**config.mk**
```make
export PLATFORM = sky130hd
export DESIGN_NAME = fetch_sequencer
export DESIGN_NICKNAME = d
export VERILOG_FILES = /design/src/rtl/cpu_pkg.sv /design/src/rtl/fetch_sequencer_instr_buffer.sv /design/src/rtl/fetch_sequencer.sv
export SDC_FILE = /design/constraint.sdc
export NUM_CORES = 1
export LEC_CHECK = 0
export ABC_AREA = 1
export CAP_MARGIN = 0
export CORE_MARGIN = 3
export CORE_UTILIZATION = 49
export CTS_CLUSTER_DIAMETER = 30
export DETAILED_ROUTE_END_ITERATION = 10
export PLACE_DENSITY = 0.81
export SLEW_MARGIN = 25
export SYNTH_ARGS = -nofsm -noshare
export SYNTH_HDL_FRONTEND = slang
export SYNTH_SLANG_ARGS = --single-unit
```
**constraint.sdc**
```tcl
create_clock -name clk -period 1.59 [get_ports clk]
set_input_delay 0.159 -clock clk [delete_from_list [all_inputs] [get_ports clk]]
set_output_delay 0.159 -clock clk [all_outputs]
set_load 0.02 [all_outputs]
```
**src/rtl/cpu_pkg.sv**
```systemverilog
// Shared types and instruction-field constants for the fetch front end.
package cpu_pkg;

    localparam int unsigned PC_WIDTH    = 12;
    localparam int unsigned INSTR_WIDTH = 16;
    localparam int unsigned CNT_WIDTH   = 8;

    typedef logic [PC_WIDTH-1:0]    pc_t;
    typedef logic [INSTR_WIDTH-1:0] instr_t;

    localparam logic [1:0] OP_BRANCH = 2'd2;

    typedef enum logic [1:0] {
        COND_ZERO = 2'd0,
        COND_ONE  = 2'd1,
        COND_TWO  = 2'd2
    } cond_e;

    localparam int unsigned OPC_LSB    = 0;
    localparam int unsigned OPC_MSB    = 1;
    localparam int unsigned COND_LSB   = 2;
    localparam int unsigned COND_MSB   = 3;
    localparam int unsigned TARGET_LSB = 4;
    localparam int unsigned TARGET_MSB = 15;

    function automatic logic [1:0] instr_opcode(input instr_t i);
        return i[OPC_MSB:OPC_LSB];
    endfunction

    function automatic pc_t instr_target(input instr_t i);
        return i[TARGET_MSB:TARGET_LSB];
    endfunction

endpackage

```
**src/rtl/fetch_sequencer_instr_buffer.sv**
```systemverilog
// One-entry valid/ready holding register for fetched instructions.
module instr_buffer #(
    parameter int unsigned PC_W    = 12,
    parameter int unsigned INSTR_W = 16
) (
    input  logic               clk,
    input  logic               rst_n,
    input  logic               load,
    input  logic               consume,
    input  logic               flush,
    input  logic [INSTR_W-1:0] load_instr,
    input  logic [PC_W-1:0]    load_pc,
    output logic               valid,
    output logic [INSTR_W-1:0] instr,
    output logic [PC_W-1:0]    pc
);

    logic               valid_q, valid_d;
    logic [INSTR_W-1:0] instr_q, instr_d;
    logic [PC_W-1:0]    pc_q, pc_d;

    // Load wins over consume so a same-cycle refill produces no bubble.
    always_comb begin
        valid_d = valid_q;
        instr_d = instr_q;
        pc_d    = pc_q;
        if (flush) begin
            valid_d = 1'b0;
        end else if (load) begin
            valid_d = 1'b1;
            instr_d = load_instr;
            pc_d    = load_pc;
        end else if (consume) begin
            valid_d = 1'b0;
        end
    end

    always_ff @(posedge clk or negedge rst_n) begin
        if (!rst_n) begin
            valid_q <= 1'b0;
            instr_q <= '0;
            pc_q    <= '0;
        end else begin
            valid_q <= valid_d;
            instr_q <= instr_d;
            pc_q    <= pc_d;
        end
    end

    assign valid = valid_q;
    assign instr = instr_q;
    assign pc    = pc_q;

endmodule

```
**src/rtl/fetch_sequencer.sv**
```systemverilog
// Instruction-fetch front end: PC sequencing, single-outstanding imem reads,
// one-entry instruction buffer and taken-branch redirect with squash.
module fetch_sequencer
    import cpu_pkg::*;
#(
    parameter int unsigned     PC_W     = PC_WIDTH,
    parameter int unsigned     INSTR_W  = INSTR_WIDTH,
    parameter logic [PC_W-1:0] RESET_PC = '0,
    parameter int unsigned     CNT_W    = CNT_WIDTH
) (
    input  logic               clk,
    input  logic               rst_n,
    output logic               imem_req,
    output logic [PC_W-1:0]    imem_addr,
    input  logic               imem_valid,
    input  logic [INSTR_W-1:0] imem_rdata,
    output logic               instr_valid,
    input  logic               instr_ready,
    output logic [INSTR_W-1:0] instr_out,
    output logic [PC_W-1:0]    instr_pc,
    input  logic               branch,
    input  logic               branch_res,
    input  logic [PC_W-1:0]    new_pc,
    output logic [CNT_W-1:0]   flush_count
);

    logic              started_q, started_d;
    logic              outstanding_q, outstanding_d;
    logic              drop_q, drop_d;
    logic [PC_W-1:0]   fetch_pc_q, fetch_pc_d;
    logic [PC_W-1:0]   pend_pc_q, pend_pc_d;
    logic [CNT_W-1:0]  flush_cnt_q, flush_cnt_d;

    logic consume, redirect, resp, buf_load;

    assign consume  = instr_valid & instr_ready;
    assign redirect = consume & branch & branch_res;
    assign resp     = imem_valid & outstanding_q;
    assign buf_load = resp & ~drop_q & ~redirect;

    assign imem_req    = started_q & ~outstanding_q & (~instr_valid | consume) & ~redirect;
    assign imem_addr   = fetch_pc_q;
    assign flush_count = flush_cnt_q;

    always_comb begin
        started_d     = 1'b1;
        outstanding_d = outstanding_q;
        drop_d        = drop_q;
        fetch_pc_d    = fetch_pc_q;
        pend_pc_d     = pend_pc_q;
        flush_cnt_d   = flush_cnt_q;

        if (imem_req) begin
            outstanding_d = 1'b1;
            fetch_pc_d    = fetch_pc_q + 1'b1;
            pend_pc_d     = fetch_pc_q;
        end
        if (resp) begin
            outstanding_d = 1'b0;
            drop_d        = 1'b0;
        end
        // A wrong-path read still in flight must be swallowed when it lands.
        if (redirect) begin
            fetch_pc_d = new_pc;
            if (outstanding_q && !imem_valid) begin
                drop_d = 1'b1;
            end
            if (flush_cnt_q != '1) begin
                flush_cnt_d = flush_cnt_q + 1'b1;
            end
        end
    end

    always_ff @(posedge clk or negedge rst_n) begin
        if (!rst_n) begin
            started_q     <= 1'b0;
            outstanding_q <= 1'b0;
            drop_q        <= 1'b0;
            fetch_pc_q    <= RESET_PC;
            pend_pc_q     <= RESET_PC;
            flush_cnt_q   <= '0;
        end else begin
            started_q     <= started_d;
            outstanding_q <= outstanding_d;
            drop_q        <= drop_d;
            fetch_pc_q    <= fetch_pc_d;
            pend_pc_q     <= pend_pc_d;
            flush_cnt_q   <= flush_cnt_d;
        end
    end

    instr_buffer #(
        .PC_W    (PC_W),
        .INSTR_W (INSTR_W)
    ) u_buf (
        .clk        (clk),
        .rst_n      (rst_n),
        .load       (buf_load),
        .consume    (consume),
        .flush      (redirect),
        .load_instr (imem_rdata),
        .load_pc    (pend_pc_q),
        .valid      (instr_valid),
        .instr      (instr_out),
        .pc         (instr_pc)
    );

endmodule

```
# --- After elaboration in Yosys (flattened, before gate mapping) ---
# Index checks and enable logic that the tools add are counted.
op_classes:
  magnitude_cmp: 0
  n_eq_ne: 1
  n_reduce_logical: 7
  shift: 0
  n_mul: 0
  n_addsub: 2
  n_mux: 10
  bitwise_logic: 14
  div: 0
op_table:
  columns: ["operator", "n"]
  rows:
  - ["2-to-1 mux 12 bit", 2]
  - ["adder 12 x 1 -> 12 bit, second input constant", 1]
  - ["bitwise AND 1 bit", 9]
  - ["adder 8 x 1 -> 8 bit, second input constant", 1]
  - ["2-to-1 mux 1 bit", 8]
  - ["!= test 8 bit, second input constant", 1]
  - ["NOT 1 bit", 4]
  - ["AND reduction 2 bit", 2]
  - ["nonzero test 2 bit", 2]
  - ["nonzero test 3 bit", 1]
  - ["logical AND 1 bit", 1]
  - ["logical NOT 1 bit", 1]
  - ["bitwise OR 1 bit", 1]
word_totals:
  latch_bits: 0
  romBits: 0
  ramBits: 0
  n_memories: 0
  inputBits: 34
  register_bits: 64
  out_inout_bits: 50
  wordCells: 43

# --- Depth between registers and ports, before layout ---
depth:
  depth_word: 7
  mapped_depth: 8
  ltp_nobuf: 7

# --- Modules after synthesis ---
# Synthesis repeated with hierarchy kept, for this count alone.
unflattened:
  cells_unflattened: 380
  area_unflattened_um2: 3089.2
by_module_without_submodules:
  columns: ["module", "cells_each", "seq_area_each_um2", "area_each_um2", "instances"]
  rows:
  - ["fetch_sequencer", 253, 875.8, 1900.6, 1]
  - ["instr_buffer", 127, 725.7, 1188.6, 1]

# --- Least setup slack after synthesis ---
# No wires, ideal clock.
synth_timing:
  path_type: "register -> register"
  startpoint: "register fetch_pc_q[1] (netlist: imem_addr[1])"
  endpoint: "register fetch_pc_q[10] (netlist: imem_addr[10])"
  path_stages_with_launch: 7
  t_required_ns: 1.466
  setup_time_ns: 0.124
  synth_period_minus_slack_ns: 1.361
  setup_slack_ns: 0.229
  path_buffers: 0
  arrival_time_ns: 1.237
  path_cell_list: "dfrtp_1 ha_1 nand2_1 nor2_1 nand3b_1 nand3_1 nand3_1"
synth_via:
  elab_chain_cells: 3
synth_lines:
  columns: ["element", "line_no", "rtl"]
  rows:
  - ["start, declared", "fetch_sequencer.sv:30", "logic [PC_W-1:0] fetch_pc_q, fetch_pc_d;"]
  - ["start signal, assigned", "fetch_sequencer.sv:86", "fetch_pc_q <= fetch_pc_d;"]
  - ["adder 12 x 1 -> 12 bit", "fetch_sequencer.sv:55", "fetch_pc_d = fetch_pc_q + 1'b1;"]
  - ["2-to-1 mux 12 bit", "fetch_sequencer.sv:53", "if (imem_req) begin"]
  - ["2-to-1 mux 12 bit", "fetch_sequencer.sv:63", "if (redirect) begin"]
# No other way between the ends. The select of a mux whose other input is x is not followed.
# A chain may end at the register's enable or synchronous reset.

# --- Worst setup path in the final report ---
layout_timing:
  startpoint: "register fetch_pc_q[10] (netlist: imem_addr[10])"
  endpoint: "output port imem_addr[10]"
layout_rtl:
  columns: ["element", "line_no", "rtl"]
  rows:
  - ["end, declared", "fetch_sequencer.sv:14", "output logic [PC_W-1:0] imem_addr,"]
# No word-level cell between the ends.

==> results.yml <==
run_status:
  outcome: "complete, no violations"
critical_path:
  path_max_fanout: 5
  required_ns: 1.43
  crit_slowest_cell: "clkdlybuf4s50_1"
  worst_path_largest_cell_delay_ns: 0.63
  end_kind: "output pin"
  cp_cell_sequence: "clkdlybuf4s50_1"
  cp_data_arrival_time_ns: 1.38
  cp_top_family: "buffers and inverters"
  startpoint_type: "flip-flop"
  path_class: "flip-flop to output pin"
  critPathBufInv: 1
yosys:
  async_flop_share_pct: 100
  synth_nets: 396
  ys_warn_count: 0
  synthDistinctLibCells: 31
  synthCells: 360
  avgSynthCellArea_um2: 8.75
  ys_seq_area_share_pct: 50.8
  synth_ff_type: "dfrtp_1"
  synth_edf_count: 0
  netlist_area_um2: 3150
  ys_ff_latch: 64
floorplan:
  dieArea_um2: 7430
  fp.dieW_um: 86.2
  io_pins: 84
  dieHeight_um: 86.2
  initial_core_util_pct: 52.0
  rows: 28
  core_area_um2: 6060
drt:
  drt-total-wl_um: 6840
  drc_errors: 0
  post_drt_wl_per_cell_um: 12.6
  drtIter0Drc: 123
  drt_first_pass_iters: 4
  detail-route-antenna-nets: 0
  dr_total_vias: 2620
  via_per_inst: 4.83
power:
  p_leak_nw: 2.24
  ir_worst_vdd_mv: 0.926
  p_per_area_nw_per_um2: 1750
sta:
  rsz0062_at_grt: "false"
  post-route-period-util_pct: 96.7
  setup_tns_ns: 0
  worst_hold_slack_ns: 0.375
  relSlewSlack_pct: 57.5
  fmax_ghz: 0.651
  hold_viol: 0
  finClkSkew_ns: 0.00478
  finalMaxSlewViolations: 0
  period_needed_ns: 1.54
  worst_pin_slew_ns: 0.637
  setup_violations: 0
cells_and_area:
  fin_cells: 542
  nFillCells: 474
  final-seq-area_um2: 1600
  layout-drive-gt1-share_pct: 17.6
  final_util_pct: 71.7
  area_delta_synth_final_pct: 37.9
  diodes: 0
  nNetsFinal: 498
  multi_input_area_um2: 1200
run:
  maxCapViolations: 0
cts:
  clock-sinks: 64
  clkTransAtPathRegs_ns: 0.07
  cts_inserted_buffers: 9
  cts_root_buffer: "clkbuf_8"
  h-tree-depth: 3
  cts_buffer_depth: 2
  insertion_delay_ns: 0.33
  cts_tree: "yes"
grt:
  grt_overflow: 0
  antenna_found_initial: 0
  grt_pass1_wl_um: 11800
  groute.usage.overall_pct: 20.0
  grt_max_degree: 34
  grt_pass1_vias: 2575
placed_design:
  hpwl_um: 5050
  dpl.cell_count: 524
  gp_congestion: 0.847
  portBuffers: 83
hold_path:
  hold_class: "input pin to flip-flop"
[metrics by stage]
| stage | power, mW | instance area, um^2 | setup WS (ns) |
|---|---|---|---|
| after floorplan | 4.75 | 3150 | 0.229 |
| after global placement | 6.20 | 4120 | -0.231 |
| after detailed placement | 6.32 | 4120 | -0.249 |
| after CTS | 7.70 | 4330 | 0.00288 |
| after global routing | 8.17 | 4350 | 0.00624 |
| final | 7.62 | 4350 | 0.0532 |
[placed cells by master (no fill, tap or decap), types with 7 or more instances in the layout]
master and count:
buf_4 13, clkbuf_8 11, clkdlybuf4s50_1 68, dfrtp_1 64, dlymetal6s2s_1 7, inv_1 58
nand2_1 97, nand2_2 17, nand3_1 22, nor2_1 14, o21ai_0 23, o21ai_2 21
[power by group]
| group | switching [mW] | leakage (nW) | internal, mW |
|---|---|---|---|
| sequential | 0.543 | 0.812 | 2.30 |
| clock | 0.589 | 0.103 | 0.806 |
| combinational | 1.82 | 1.32 | 1.56 |
[final timing paths]
path | slack, ns | cells past startpoint | start | end
max | 0.05 | 1 | imem_addr[10]$_DFFE_PN0P_ | imem_addr[10]
min | 0.37 | 3 | imem_rdata[5] | u_buf.instr[5]$_DFFE_PN0P_
max in group asynchronous | 0.59 | 3 | rst_n | u_buf.pc[11]$_DFFE_PN0P_
max reg2reg | 0.13 | 9 | outstanding_q$_DFFE_PN0P_ | imem_addr[9]$_DFFE_PN0P_
min reg2reg | 0.49 | 2 | pend_pc_q[3]$_DFFE_PN0P_ | pend_pc_q[3]$_DFFE_PN0P_
min in group asynchronous | 0.40 | 2 | rst_n | flush_count[7]$_DFFE_PN0P_
[per-layer routing]
| metal | GRT usage, % | wire length (um) | up-vias |
|---|---|---|---|
| met2 | 33.5 | 3370 | 79 |
| li1 | - | - | 1312 |
| met1 | 25.3 | 2980 | 1225 |
| met3 | 4.94 | 446 | 4 |
| met4 | 7.22 | 52 | 0 |
| met5 | 0 | 0 | - |
[synth_stat cells (all sizes together) (2+ instances only)]
master | number | area share, %
dfrtp | 64 | 51
xnor2 | 3 | 0.83
nand4 | 2 | 0.40
o21ai | 44 | 9.5
nand2 | 115 | 16
a21oi | 5 | 0.91
xor2 | 5 | 1.4
buf | 8 | 3.4
ha | 2 | 0.79
o211ai | 3 | 0.71
clkbuf | 2 | 0.32
nor2 | 19 | 3.0
nand3 | 24 | 4.4
inv | 60 | 7.2
[kinds of logic after synthesis]
| family | synth area share (%) |
|---|---|
| AO/OA/AOI/OAI | 11.6 |
| XOR/XNOR | 2.22 |
| adder cells (fa/ha/maj) | 0.794 |
| buffers and inverters | 11.0 |
| flip-flops | 50.8 |
| other | 0.119 |
| AND/OR/NAND/NOR | 23.5 |
[sequential cells by signal, summed over array words and instances, names as in the netlist, named ones only]
name,cells
flush_count,8
u_buf.valid,1
outstanding_q,1
imem_addr,12
pend_pc_q,12
started_q,1
u_buf.instr,16
u_buf.pc,12
[cell type report]
type,count,area share (%)
well taps,75,2.16
clock inverters,3,0.921
clock buffers,13,3.66
flip-flops and latches,64,36.9
repair buffers,101,23.4
inverters,60,5.24
multi-input cells,226,27.7
[what timing repair did]
item	CTS	global route
hold endpoints to repair	24	0
hold buffers	1	0
buffers inserted	0	1
setup endpoints to repair	7	9
gates resized for setup	9	8
pin swaps	0	1
Note: power is estimated with default switching activity, not from simulation.
